[config.mk]
export PLATFORM = sky130hd
export DESIGN_NAME = matmul_sequencer
export DESIGN_NICKNAME = d
export VERILOG_FILES = /design/src/rtl/matmul_sequencer.sv
export SDC_FILE = /design/constraint.sdc
export NUM_CORES = 1
export LEC_CHECK = 0
export ABC_AREA = 1
export CORE_MARGIN = 10
export CORE_UTILIZATION = 39
export CTS_CLUSTER_SIZE = 24
export DETAILED_ROUTE_END_ITERATION = 16
export GPL_TIMING_DRIVEN = 0
export PLACE_DENSITY = 0.73
export SLEW_MARGIN = 10
export SYNTH_ARGS = -nofsm -noshare
export SYNTH_HDL_FRONTEND = slang
export SYNTH_SLANG_ARGS = --single-unit
[constraint.sdc]
create_clock -name clk -period 1.17 [get_ports clk]
set_input_delay 0.1755 -clock clk [delete_from_list [all_inputs] [get_ports clk]]
set_output_delay 0.1755 -clock clk [all_outputs]
set_load 0.1 [all_outputs]
[src/rtl/matmul_sequencer.sv]
// Control sequencer for C = A*B on one shared FP multiplier and one shared FP adder.
// Latency: M*M*(4M+2) cycles per run with zero-stall units; start transfer to first z_we is 4M+2 cycles.
// Backpressure: every stage waits on its stb/ack pair; stalls only stretch the current state.
//
// Ports:
//   clk, rst                  clock, asynchronous active-high reset
//   start_stb / start_ack     run request handshake (ack high only while idle)
//   idx_i, idx_j, idx_k       operand indices: A[i][k], B[k][j], result C[i][j]
//   mul_in_stb / mul_in_ack   multiplier operand handshake
//   mul_z_stb / mul_z_ack     multiplier result handshake; prod_we marks the product transfer
//   add_in_stb / add_in_ack   adder operand handshake (acc, prod)
//   add_z_stb / add_z_ack     adder result handshake; acc_we marks the sum transfer
//   acc_clr, z_we             accumulator clear, result write of acc into C[i][j]
//   done_stb / done_ack       run completion handshake
//   busy                      high whenever a run is in progress or awaiting done_ack
module matmul_sequencer #(
    parameter int M  = 4,
    parameter int IW = $clog2(M)
) (
    input  logic          clk,
    input  logic          rst,
    input  logic          start_stb,
    output logic          start_ack,
    output logic [IW-1:0] idx_i,
    output logic [IW-1:0] idx_j,
    output logic [IW-1:0] idx_k,
    output logic          mul_in_stb,
    input  logic          mul_in_ack,
    input  logic          mul_z_stb,
    output logic          mul_z_ack,
    output logic          prod_we,
    output logic          add_in_stb,
    input  logic          add_in_ack,
    input  logic          add_z_stb,
    output logic          add_z_ack,
    output logic          acc_clr,
    output logic          acc_we,
    output logic          z_we,
    output logic          done_stb,
    input  logic          done_ack,
    output logic          busy
);

    typedef enum logic [2:0] {
        S_IDLE,
        S_CLR,
        S_MUL_IN,
        S_MUL_OUT,
        S_ADD_IN,
        S_ADD_OUT,
        S_WRITE,
        S_DONE
    } state_t;

    localparam logic [IW-1:0] LAST = IW'(M - 1);

    state_t        state_q, state_n;
    logic [IW-1:0] i_q, j_q, k_q;
    logic [IW-1:0] i_n, j_n, k_n;

    always_ff @(posedge clk or posedge rst) begin
        if (rst) begin
            state_q <= S_IDLE;
            i_q     <= '0;
            j_q     <= '0;
            k_q     <= '0;
        end else begin
            state_q <= state_n;
            i_q     <= i_n;
            j_q     <= j_n;
            k_q     <= k_n;
        end
    end

    always_comb begin
        state_n = state_q;
        i_n     = i_q;
        j_n     = j_q;
        k_n     = k_q;
        case (state_q)
            S_IDLE: begin
                if (start_stb) begin
                    state_n = S_CLR;
                    i_n     = '0;
                    j_n     = '0;
                    k_n     = '0;
                end
            end
            S_CLR:     state_n = S_MUL_IN;
            S_MUL_IN:  if (mul_in_ack) state_n = S_MUL_OUT;
            S_MUL_OUT: if (mul_z_stb)  state_n = S_ADD_IN;
            S_ADD_IN:  if (add_in_ack) state_n = S_ADD_OUT;
            S_ADD_OUT: begin
                if (add_z_stb) begin
                    if (k_q == LAST) begin
                        state_n = S_WRITE;
                    end else begin
                        k_n     = k_q + 1'b1;
                        state_n = S_MUL_IN;
                    end
                end
            end
            S_WRITE: begin
                // Row-major walk: j is the fast index; the last element leaves
                // i at M-1 and j at 0 while the block sits in DONE.
                k_n     = '0;
                state_n = S_CLR;
                if (j_q != LAST) begin
                    j_n = j_q + 1'b1;
                end else begin
                    j_n = '0;
                    if (i_q != LAST) begin
                        i_n = i_q + 1'b1;
                    end else begin
                        state_n = S_DONE;
                    end
                end
            end
            S_DONE:  if (done_ack) state_n = S_IDLE;
            default: state_n = S_IDLE;
        endcase
    end

    assign start_ack  = (state_q == S_IDLE);
    assign busy       = (state_q != S_IDLE);
    assign idx_i      = i_q;
    assign idx_j      = j_q;
    assign idx_k      = k_q;
    assign acc_clr    = (state_q == S_CLR);
    assign mul_in_stb = (state_q == S_MUL_IN);
    assign mul_z_ack  = (state_q == S_MUL_OUT);
    assign add_in_stb = (state_q == S_ADD_IN);
    assign add_z_ack  = (state_q == S_ADD_OUT);
    assign z_we       = (state_q == S_WRITE);
    assign done_stb   = (state_q == S_DONE);

    // The unit's result is only guaranteed valid up to its transfer edge, so
    // the latch pulses are qualified by the result strobe: they fire exactly on
    // the transfer cycle, however long the unit stalls.
    assign prod_we    = mul_z_ack & mul_z_stb;
    assign acc_we     = add_z_ack & add_z_stb;

endmodule

# After elaboration in Yosys (flattened, before gate mapping)

Index checks and enable logic that the tools add are counted.

Bits of input ports: 8
Flip-flop bits (word level): 9
Word-level logic and storage cells: 55
Output and inout port bits: 17

Equality and inequality tests: 19
Add/subtract/negate cells: 3
Reduce and logical (&&, ||, !) cells: 8
Bitwise gates (word level): 2
Mux-type cells: 19

Operators by type and width:

| kind                | count |
|---|---|
| $mux 3              | 9 |
| $pmux 3 s8          | 1 |
| $ne 2x2->1 const B  | 7 |
| $eq 3x3->1 const B  | 4 |
| $mux 2              | 6 |
| $ne 2x1->1 const B  | 4 |
| $pmux 2 s2          | 2 |
| $reduce_and 4->1    | 2 |
| $add 2x1->2 const B | 3 |
| $eq 3x2->1 const B  | 2 |
| $pmux 2 s3          | 1 |
| $reduce_and 6->1    | 1 |
| $reduce_bool 3->1   | 2 |
| $eq 3x1->1 const B  | 1 |
| $logic_not 3->1     | 1 |
| $and 1x1->1         | 2 |
| $eq 2x2->1 const B  | 1 |
| $reduce_and 2->1    | 1 |
| $reduce_bool 2->1   | 1 |

# Depth between registers and ports, before layout

Gate-level depths: netlist of the first run.

Depth in word-level cells: 4
Mapped depth: 9
Mapped depth without buffers: 8

# Least setup slack after synthesis of the first run

No wires, ideal clock.

Kind: reg-to-output
Start: register state_q[1]
End: output acc_we
Data required time: 0.995 ns
Path buffers: 0
Data arrival time: 2.952 ns
Path slack: -1.958 ns
Cell stages (with the launch flop): 6
Path through: dfrtp_1 inv_2 nand2_2 nor2_2 inv_1 nor2_1

Longest elaborated chain between the ends: 2

Ends and longest elaborated chain:

| element                | line | text |
|---|---|---|
| from (decl)            | 57   | `state_t state_q, state_n;` |
| from (signal assigned) | 68   | `state_q <= state_n;` |
| $eq 3x3->1             | 133  | `assign add_z_ack = (state_q == S_ADD_OUT);` |
| net add_z_ack          | 35   | `output logic add_z_ack,` |
| $and 1x1->1            | 141  | `assign acc_we = add_z_ack & add_z_stb;` |
| to (decl)              | 37   | `output logic acc_we,` |

The timed path passes the listed nets, and every way through them passes these cells.

# Final worst setup path of the first run

Start: register state_q[1]
End: output acc_we

Longest elaborated chain between the ends: 2

Ends and longest elaborated chain:

| element     | line |
|---|---|
| $eq 3x3->1  | 133 |
| $and 1x1->1 | 141 |

No other way between the ends.

==> impl_metrics.ini, run 1 <==
[outcome]
outcome = complete, but fails checks
failed_checks = setup timing

[clock_tree]
clk-insertion-delay-late_ns = 0.26
cts_tree = done
clock_sinks = 9
path_clk_slew_ns = 0.06
root_buffer = clkbuf_4
htreeDepth = 1
clockBufferDepth = 2
numCtsBuffers = 3

[sta]
unrepaired_setup_endpoints_after_global_routing = yes
post-route-period-util_pct = 131
timing.clock.skew_ns = 0.00612
fin_worst_hold_slack_ns = 0.180
layout_setup_ws_ns = -0.358
finalMaxSlewViolations = 0
period_minus_slack_ns = 1.53
final_hold_viol_count = 0
final-setup-viol-count = 20
slew_headroom_pct = 77.1
tightest_slew_ns = 0.343
fmax_mhz = 654

[route]
met2_length_um = 1170
detail_route.wirelength.met1_um = 861
drc_errors = 0
detail_route.wirelength_um = 2230
routed_wire_length_per_instance_um = 13.5
met3_wirelength_um = 168
per_cell_via_count_in_the_routed_design = 4.87
drt_first_iter_violations = 18
drt-pass1-iter-count = 4
drtAntennaViolNets = 0
top_layer_used = met4
vias = 803

[floorplan]
die_x_um = 63.0
row_count = 15
die-height_um = 63.0
fp.coreArea_um2 = 1750
io_pins = 25
floorplan.initialDensity_pct = 41.4
die_area_um2 = 3970

[cells_and_area]
n_antenna_cell = 0
final_net_count = 152
mostFrequentLayoutCells = nand2_1, buf_4, buf_12, inv_1, nor2_4
fraction_of_layout_instances_using_a_drive_strength_above_1_pct = 54.3
final_common_cell = nand2_1
syn_to_final_growth_pct = 83.2
final_core_util_pct = 75.8

[synth]
synth.yosys.seq_area_share_pct = 31.2
yosysUniqueCellTypes = 21
synth_top_area_share_pct = 31.2
mappedNetlistArea_um2 = 722
postSynthCellCount = 100
post-synth-top-area-cell = dfrtp_1
yosys_warnings = 0
synthesis.nets = 111
avgSynthCellArea_um2 = 7.22
most_area_consuming_cells_after_synthesis = dfrtp_1, nand2_1, inv_1
synthesized_flop_and_latch_total = 9

[global_routing]
largest_net_degree_at_the_start_of_global_routing = 11
overflow = 0
grt_antenna_before_repair = 0
grt_pass1_wl_um = 3840
grt_usage_pct = 11.8
via_count_of_the_first_global_routing_pass = 809

[worst_setup_path]
worst_setup_path_end_kind = output pin
crit_fanout = 6
worst_path_class_setup = flip-flop to output pin
crit_path_start_kind = flip-flop
worst_ep_required_time_ns = 0.99
timing.critical_path.arrival_ns = 1.35

[placement]
port-buffer-count = 24
gp_routability_congestion = 0.740
dpl.hpwl_um = 1620

[min_path]
min-delay-path-class = input port to async pin

[run]
timing.max_cap.violations = 0
## metal layers
metal  vias up  global-route usage (%)
met2        28                    20.1
met3         4                    6.09
met4         0                    3.63
li1        394                       -
met5         -                       0
met1       377                    12.4
## critical path, cell delays in order (launching register included)
cell and delay (ns):
dfrtp_2 0.48, inv_4 0.11, nand2_4 0.05, nor2_4 0.10, inv_2 0.06, nor2_4 0.10, buf_12 0.18
## logic make-up after synthesis
kind of cell	count (synthesis)	synth area share [%]
simple gates	62	47.0
buf+inv	20	12.0
flops	9	31.2
compound gates	6	4.68
fa+ha+maj	3	5.20
## registers in the layout, indices dropped and copies added, names as in the netlist
signal   cells
idx_i        2
state_q      3
idx_k        2
idx_j        2
## what timing repair did
item,in CTS,in global routing
gates resized for setup,145,4
hold endpoints to repair,0,0
buffers inserted,9,3
setup endpoints to repair,26,21
gates cloned,0,1
hold buffers,0,0
pin swaps,7,7
## Yosys cell counts
cell type and instances:
a21oi_1 2, and2_4 1, buf_4 1, buf_6 1
dfrtp_1 9, ha_1 3, inv_1 16, inv_2 2
nand2_1 21, nand2_2 5, nand2_4 2, nand3_1 9
nand3_2 2, nand3b_1 2, nand4_1 4, nor2_1 9
nor2_2 4, nor2_4 3, o21ai_0 2, o21ai_1 1
o21ai_2 1
## per-stage QoR
stage	area, µm²	worst slack, ns	TNS, ns	std cells
6_report	1320	-0.358	-5.33	165
2_1_floorplan	795	-0.793	-5.88	100
4_1_cts	1290	-0.356	-4.54	162
3_3_place_gp	1070	-1.09	-14.55	149
3_5_place_dp	1070	-1.09	-14.90	149
5_1_grt	1320	-0.428	-6.73	165
## path summary, 6_finish.rpt
kind / startpoint / endpoint / slack, ns / cells past startpoint
setup / recovery: state_q[1]$_DFFE_PP0P_ / acc_we / -0.36 / 6
hold / removal: rst / state_q[0]$_DFFE_PP0P_ / 0.18 / 2
setup reg to reg: state_q[2]$_DFFE_PP0P_ / idx_i[1]$_DFFE_PP0P_ / -0.33 / 8
hold reg to reg: idx_j[0]$_DFFE_PP0P_ / idx_j[0]$_DFFE_PP0P_ / 0.50 / 1
max in group asynchronous: rst / idx_k[1]$_DFFE_PP0P_ / 0.71 / 2
min in group clk: idx_j[0]$_DFFE_PP0P_ / idx_j[0]$_DFFE_PP0P_ / 0.50 / 1
## final cells by class
cell class,count,area [µm²]
buffer,2,22.5
clock buffer,4,26.3
fill,133,423
inverter,18,87.6
multi-input combinational,71,483
sequential,9,234
tap,25,31.3
timing repair buffer,36,438
Power of run 1 is not shown: default switching activity piles up to over one toggle a cycle in this logic, so the estimate is an artifact.
==> inputs of run 2 (changes only) <==
Settings changed: SKIP_LAST_GASP set to 1.
==> run 2 against run 1 <==
Effect of this change:
- the run still ends with setup timing left
- first-iteration DRC count down 17%
- setup slack about the same
- global-route usage unchanged
- utilization increased by 3.2 points
- clock skew barely moved
- sequential share of layout area fell by 0.71 points
- critical path depth is the same
- final cell count grew 2.4%
- die area unchanged
- flip-flop and latch count unchanged
- highest routed layer unchanged
==> impl_metrics.ini, run 2 (same netlist as run 1, synthesis figures left out) <==
[outcome]
outcome = complete, but fails checks
failed_checks = setup timing

[global_routing]
grt_antenna_before_repair = 0
grt_pass1_wl_um = 3840
overflow = 0
via_count_of_the_first_global_routing_pass = 812
grt_usage_pct = 11.8
largest_net_degree_at_the_start_of_global_routing = 11

[placement]
gp_routability_congestion = 0.740
dp_cells = 149
port-buffer-count = 24
dpl.hpwl_um = 1620
pre_cts_setup_slack_ns = -1.09

[floorplan]
die_area_um2 = 3970
fp.coreArea_um2 = 1750
row_count = 15
die-height_um = 63.0
die_x_um = 63.0
io_pins = 25
floorplan.initialDensity_pct = 41.4

[route]
per_cell_via_count_in_the_routed_design = 4.80
drt_first_iter_violations = 15
detail_route.wirelength_um = 2310
drc_errors = 0
vias = 811
routed_wire_length_per_instance_um = 13.7
drt-pass1-iter-count = 4
drtAntennaViolNets = 0

[sta]
tightest_slew_ns = 0.353
final_hold_viol_count = 0
post-route-period-util_pct = 131
finalMaxSlewViolations = 0
fmax_mhz = 654
fin_worst_hold_slack_ns = 0.185
slew_headroom_pct = 76.5
timing.clock.skew_ns = 0.00641
unrepaired_setup_endpoints_after_global_routing = yes
layout_setup_ws_ns = -0.358
period_minus_slack_ns = 1.53
final-setup-viol-count = 20

[worst_setup_path]
worst_path_class_setup = flip-flop to output pin
timing.critical_path.arrival_ns = 1.35
crit_fanout = 5
worst_ep_required_time_ns = 0.99
worst_setup_path_end_kind = output pin
crit_path_start_kind = flip-flop

[cells_and_area]
fillers = 129
fraction_of_layout_instances_using_a_drive_strength_above_1_pct = 54.9
final_net_count = 156
final_common_cell = nand2_1
mostFrequentLayoutCells = nand2_1, buf_4, buf_12, inv_1, nor2_4
n_antenna_cell = 0
largest_register_ffs = 3
syn_to_final_growth_pct = 90.8
largest_register = state_q
instances_no_fill = 169

[clock_tree]
cts-hold-fix-buffers = 0
clock_sinks = 9
clk-insertion-delay-late_ns = 0.26
path_clk_slew_ns = 0.06
htreeDepth = 1
numCtsBuffers = 3
clockBufferDepth = 2
cts_tree = done
root_buffer = clkbuf_4

[min_path]
min-delay-path-class = input port to async pin

[run]
timing.max_cap.violations = 0
## run 2: cell types whose count changed in the layout (fill, tap and decap cells not counted)
cell,before,now
buf_12,11,12
buf_2,1,0
buf_4,13,17
nand3_1,8,9
nand3_2,3,1
nand3_4,0,1
o21ai_2,2,1
o21ai_4,0,1
## run 2: critical path, cell delays in order, from the launching register on
cell     delay [ns]
dfrtp_2        0.48
inv_4          0.11
nand2_4        0.05
nor2_4         0.10
inv_2          0.06
nor2_4         0.10
buf_12         0.18
## run 2: area by class of cell
type	instances	area [µm²]	share of cell area (%)
buffer	2	22.5	1.63
clock buffer	4	26.3	1.91
inverter	18	87.6	6.36
multi-input combinational	71	493	35.8
sequential	9	234	17.0
tap	25	31.3	2.27
timing repair buffer	40	483	35.1
## run 2: per-stage QoR
stage | area (µm²) | utilization [%] | TNS (ns)
after floorplan | 795 | - | -5.88
after global placement | 1070 | 61.1 | -14.55
after detailed placement | 1070 | 61.1 | -14.90
after CTS | 1280 | 73.6 | -4.56
after global routing | 1380 | 78.9 | -6.50
final | 1380 | 78.9 | -5.27
## run 2: routing by layer
metal	vias to the layer above	GRT usage, %	wire, µm
met2	28	20.1	1210
met3	4	6.09	185
met5	-	0	0
met4	0	3.63	36
met1	376	12.4	874
li1	403	-	-
## run 2: repair_timing
action,in CTS,in global routing
buffers inserted,9,6
gates cloned,0,1
gates resized for setup,144,6
endpoints found under the setup margin,26,21
pin swaps,6,3
## run 2: final timing paths
kind / startpoint / endpoint / slack (ns) / cells past startpoint
max in group asynchronous: rst / idx_j[1]$_DFFE_PP0P_ / 0.70 / 2
min reg2reg: idx_j[0]$_DFFE_PP0P_ / idx_j[0]$_DFFE_PP0P_ / 0.50 / 1
min in group clk: idx_j[0]$_DFFE_PP0P_ / idx_j[0]$_DFFE_PP0P_ / 0.50 / 1
max: state_q[1]$_DFFE_PP0P_ / acc_we / -0.36 / 6
min: rst / state_q[0]$_DFFE_PP0P_ / 0.18 / 2
max reg2reg: state_q[1]$_DFFE_PP0P_ / idx_i[1]$_DFFE_PP0P_ / -0.29 / 8
Power of run 2 is left out for the same reason.
==> inputs of run 3 (changes only) <==
Settings changed: CTS_CLUSTER_DIAMETER set to 30.
==> results of run 3 <==
No change in the layout: final DEF, timing and power equal those of run 2.
Power of run 3 is left out for the same reason.
